**config.mk**
```make
export PLATFORM = sky130hd
export DESIGN_NAME = arbiter_4_rr
export DESIGN_NICKNAME = d
export VERILOG_FILES = /design/src/rtl/arbiter_4_rr.sv
export SDC_FILE = /design/constraint.sdc
export NUM_CORES = 1
export LEC_CHECK = 0
export ABC_AREA = 1
export BUFFER_PORTS_ARGS = -buffer_cell sky130_fd_sc_hd__clkbuf_2
export CAP_MARGIN = 40
export CORE_ASPECT_RATIO = 0.8
export CORE_MARGIN = 10
export CORE_UTILIZATION = 40
export CTS_CLUSTER_DIAMETER = 80
export DETAILED_ROUTE_END_ITERATION = 7
export REMOVE_ABC_BUFFERS = 1
export SETUP_SLACK_MARGIN = 0.1
export SYNTH_ARGS = -nofsm -noshare
export SYNTH_HDL_FRONTEND = slang
export SYNTH_SLANG_ARGS = --single-unit
```
**constraint.sdc**
```tcl
create_clock -name clk -period 1.9 [get_ports clk]
set_input_delay 0.095 -clock clk [delete_from_list [all_inputs] [get_ports clk]]
set_output_delay 0.095 -clock clk [all_outputs]
set_load 0.005 [all_outputs]
```
**src/rtl/arbiter_4_rr.sv**
```systemverilog
// Four-way round-robin arbiter with registered one-hot grant, encoded index and
// bounded tenure; a holder is re-arbitrated after MAX_HOLD consecutive cycles.
module arbiter_4_rr #(
    parameter int MAX_HOLD = 8
) (
    input  logic       clk,
    input  logic       rst_n,
    input  logic [3:0] req,
    output logic [3:0] gnt,
    output logic [1:0] gnt_idx,
    output logic       gnt_valid
);

    localparam int CW = $clog2(MAX_HOLD + 1);

    typedef enum logic {
        IDLE  = 1'b0,
        GRANT = 1'b1
    } mode_t;

    mode_t          mode_q, mode_d;
    logic [1:0]     ptr_q, ptr_d;
    logic [1:0]     cur_q, cur_d;
    logic [CW-1:0]  cnt_q, cnt_d;
    logic [3:0]     gnt_q, gnt_d;
    logic [1:0]     gnt_idx_q, gnt_idx_d;
    logic           gnt_valid_q, gnt_valid_d;

    logic           release_w;
    logic [2:0]     win_w;

    // Returns {found, index}: first set bit of r scanning upward from start, wrapping.
    function automatic logic [2:0] find_winner(input logic [3:0] r, input logic [1:0] start);
        logic [2:0] res;
        logic [1:0] idx;
        res = 3'b000;
        for (int i = 3; i >= 0; i--) begin
            idx = start + 2'(i);
            if (r[idx]) res = {1'b1, idx};
        end
        return res;
    endfunction

    always_comb begin
        mode_d      = mode_q;
        ptr_d       = ptr_q;
        cur_d       = cur_q;
        cnt_d       = cnt_q;
        gnt_d       = gnt_q;
        gnt_idx_d   = gnt_idx_q;
        gnt_valid_d = gnt_valid_q;
        release_w   = 1'b0;
        win_w       = 3'b000;

        case (mode_q)
            IDLE: begin
                win_w = find_winner(req, ptr_q);
                if (win_w[2]) begin
                    mode_d      = GRANT;
                    cur_d       = win_w[1:0];
                    cnt_d       = CW'(1);
                    gnt_d       = 4'b0001 << win_w[1:0];
                    gnt_idx_d   = win_w[1:0];
                    gnt_valid_d = 1'b1;
                end
            end
            GRANT: begin
                release_w = !req[cur_q] || (cnt_q == CW'(MAX_HOLD));
                if (!release_w) begin
                    cnt_d = cnt_q + CW'(1);
                end else begin
                    // The outgoing owner is scanned last so it only wins when alone.
                    ptr_d = cur_q + 2'd1;
                    win_w = find_winner(req, cur_q + 2'd1);
                    if (win_w[2]) begin
                        cur_d       = win_w[1:0];
                        cnt_d       = CW'(1);
                        gnt_d       = 4'b0001 << win_w[1:0];
                        gnt_idx_d   = win_w[1:0];
                        gnt_valid_d = 1'b1;
                    end else begin
                        mode_d      = IDLE;
                        cnt_d       = '0;
                        gnt_d       = 4'b0000;
                        gnt_idx_d   = 2'd0;
                        gnt_valid_d = 1'b0;
                    end
                end
            end
            default: mode_d = IDLE;
        endcase
    end

    always_ff @(posedge clk or negedge rst_n) begin
        if (!rst_n) begin
            mode_q      <= IDLE;
            ptr_q       <= 2'd0;
            cur_q       <= 2'd0;
            cnt_q       <= '0;
            gnt_q       <= 4'b0000;
            gnt_idx_q   <= 2'd0;
            gnt_valid_q <= 1'b0;
        end else begin
            mode_q      <= mode_d;
            ptr_q       <= ptr_d;
            cur_q       <= cur_d;
            cnt_q       <= cnt_d;
            gnt_q       <= gnt_d;
            gnt_idx_q   <= gnt_idx_d;
            gnt_valid_q <= gnt_valid_d;
        end
    end

    assign gnt       = gnt_q;
    assign gnt_idx   = gnt_idx_q;
    assign gnt_valid = gnt_valid_q;

endmodule

```
==> flow_summary.ini <==
[setup_path]
cp_top_family = simple AND/OR/NAND/NOR gates
crit_fanout = 8
critPathBufInv = 0
r2r_start = ptr_q[0]
cp.required_ns = 2.09
reg2reg_depth = 10
cp_cell_sequence = nand2_2 -> and2_4 -> or2_0 -> nand2_2 -> nand2_2 -> nor2_2 -> nand3_1 -> nand2_1 -> nand2_1 -> nand2_1
crit_arrival_ns = 1.82
crit_path_top_delay_cell = dfrtp_1
crit_path_start_kind = register
critical-path-max-stage-delay_ns = 0.59
worstSetupEndpointType = register
crit_type = register to register
r2r_end = gnt[3]
timing.reg2reg.setup_slack_ns = 0.27

[clocking]
clock_sinks = 16
clkTransAtPathRegs_ns = 0.06
cts_tree = done
clock_path_buffers = 2
cts-root-buf = clkbuf_8
htree_levels = 1
cts_buffers = 3
clk_latency_ns = 0.25

[yosys]
synth_area_per_cell_sq_um = 6.38
yosysUniqueCellTypes = 25
yosysWarnings = 0
synthCells = 189
ys_ff_latch = 16
netlist_area_sq_um = 1210
yosysSeqAreaShare_pct = 33.2

[run_status]
outcome = complete, no violations

[cells_and_area]
nFillCells = 284
final_util_pct = 47.9
n_antenna_cell = 0
drive_gt1_share_pct = 18.2
mostFrequentLayoutCells = nand2_1, nand3_1, dfrtp_1
final_nets = 212
final_common_cell = nand2_1
synthToLayoutAreaGrowth_pct = 12.2

[timing]
max_freq_ghz = 0.614
final_hold_viol_count = 0
clock_skew_ns = 0.00101
slew_headroom_pct = 72.5
fin_crit_ns = 1.63
setup_viol = 0
tightest_slew_ns = 0.412
period_share_pct = 85.7
drv_slew = 0
finalSetupTns_ns = 0
rsz0062_at_grt = no

[global_routing]
grt_pass1_wl_um = 4440
grt_max_degree = 17
grt_overflow_total = 0
antenna_found_initial = 0
grt_pass1_vias = 1016
track_usage_pct = 9.47

[power]
power.total_w = 0.00247
power-per-cell-area_nw_per_um2 = 1830
peakVddDrop_v = 0.000660
p_leak_nw = 0.780

[route]
viasPerCell = 4.79
drc = 0
wirelength_um = 2630
drtAntennaViolNets = 0
drt-initial-drc-count = 82
vias = 1155
firstDrtPassIters = 4
wire_per_inst_um = 10.9

[min_path]
holdCritPathClass = input pin to register
holdPathStages = 3
min_from = req[0]
hold_end = mode_q

[placement]
gp_congestion = 0.874
io_buffers = 12
dp_hpwl_um = 2210

[floorplan]
io_pins = 13
die-area_sq_um = 5630
coreArea_sq_um = 2830
initial_utilization_pct = 42.6
die_y_um = 69.1
fp.dieW_um = 81.4
fp-row-count = 17

[job]
drv_cap = 0
kinds of logic (layout without fill, tap and decap cells):
logic type | count (synthesis) | count (layout) | share of synthesized area, %
flops | 16 | 16 | 33.2
xor+xnor | 1 | 1 | 0.726
fa+ha+maj | 2 | 2 | 2.07
simple gates | 134 | 134 | 49.1
compound gates | 13 | 13 | 5.91
buf+inv | 23 | 37 | 9.02
synth_stat cells (all sizes together):
library cell	count	share of area, %
xor2	1	0.73
nand3b	1	0.62
o211ai	1	0.62
nand2	99	34
a21oi	3	1.2
nor2	13	4.5
nand3	15	6.2
o41ai	1	0.73
dfrtp	16	33
and2	1	0.73
clkinv	1	0.31
nand4	4	2.1
ha	2	2.1
inv	19	6.5
or2	1	0.52
o21ai	8	3.3
buf	3	2.2
tightest hold or removal path, cell delays in order:
cell and delay [ns]:
clkbuf_2 0.10, inv_1 0.07, nand4_1 0.18
state kept, by name, indices dropped and copies added (netlist names):
name       cells
gnt_idx        2
cnt_q          4
gnt_valid      1
ptr_q          2
gnt            4
cur_q          2
mode_q         1
power breakdown:
group	switching [W]	internal (W)	total [W]
sequential	0.000176	0.000496	0.000671
clock	0.000117	0.000184	0.000301
combinational	0.000961	0.000539	0.00150
total	0.00125	0.00122	0.00247
timing repair:
action	4_1_cts	5_1_grt
setup buffers	0	0
endpoints found under the hold margin	16	0
endpoints found under the setup margin	0	4
resized for setup	0	1
hold buffers	1	0
layout make-up:
| cell class | instances | area [sq um] | share of cell area [%] |
|---|---|---|---|
| flip-flops and latches | 16 | 402 | 29.7 |
| repair buffers | 13 | 70.1 | 5.18 |
| multi-input cells | 150 | 697 | 51.5 |
| inverters | 20 | 82.6 | 6.10 |
| clock buffers | 4 | 55.1 | 4.07 |
| well taps | 38 | 47.5 | 3.51 |
per-layer routing:
layer	routed length (um)	global-route usage, %	vias up	share of wire (%)
li1	-	-	617	-
met1	1320	13.8	511	50
met2	1110	13.1	27	42
met3	196	3.49	0	7.5
met4	0	1.14	0	0
met5	0	0	-	0
metrics by stage:
| step | cell area [sq um] | hold slack, ns | cells | setup slack, ns |
|---|---|---|---|---|
| global route | 1350 | 0.326 | 241 | 0.107 |
| floorplan | 1180 | -0.201 | 186 | 0.445 |
| detailed placement | 1290 | 0.0405 | 236 | 0.261 |
| finish | 1350 | 0.253 | 241 | 0.272 |
| CTS | 1350 | 0.253 | 241 | 0.249 |
| global placement | 1290 | 0.0417 | 236 | 0.281 |
worst max path at each step:
stage	startpoint	end	slack, ns	depth (start not counted)
finish	ptr_q[0]	gnt[3]	0.27	10
detailed placement	ptr_q[0]	cur_q[0]	0.26	11
floorplan	ptr_q[0]	gnt[0]	0.44	9
CTS	cur_q[0]	cur_q[0]	0.25	13
global placement	ptr_q[0]	cur_q[0]	0.28	11
global route	ptr_q[0]	gnt_idx[0]	0.11	11
(Power assumes the default switching activity.)
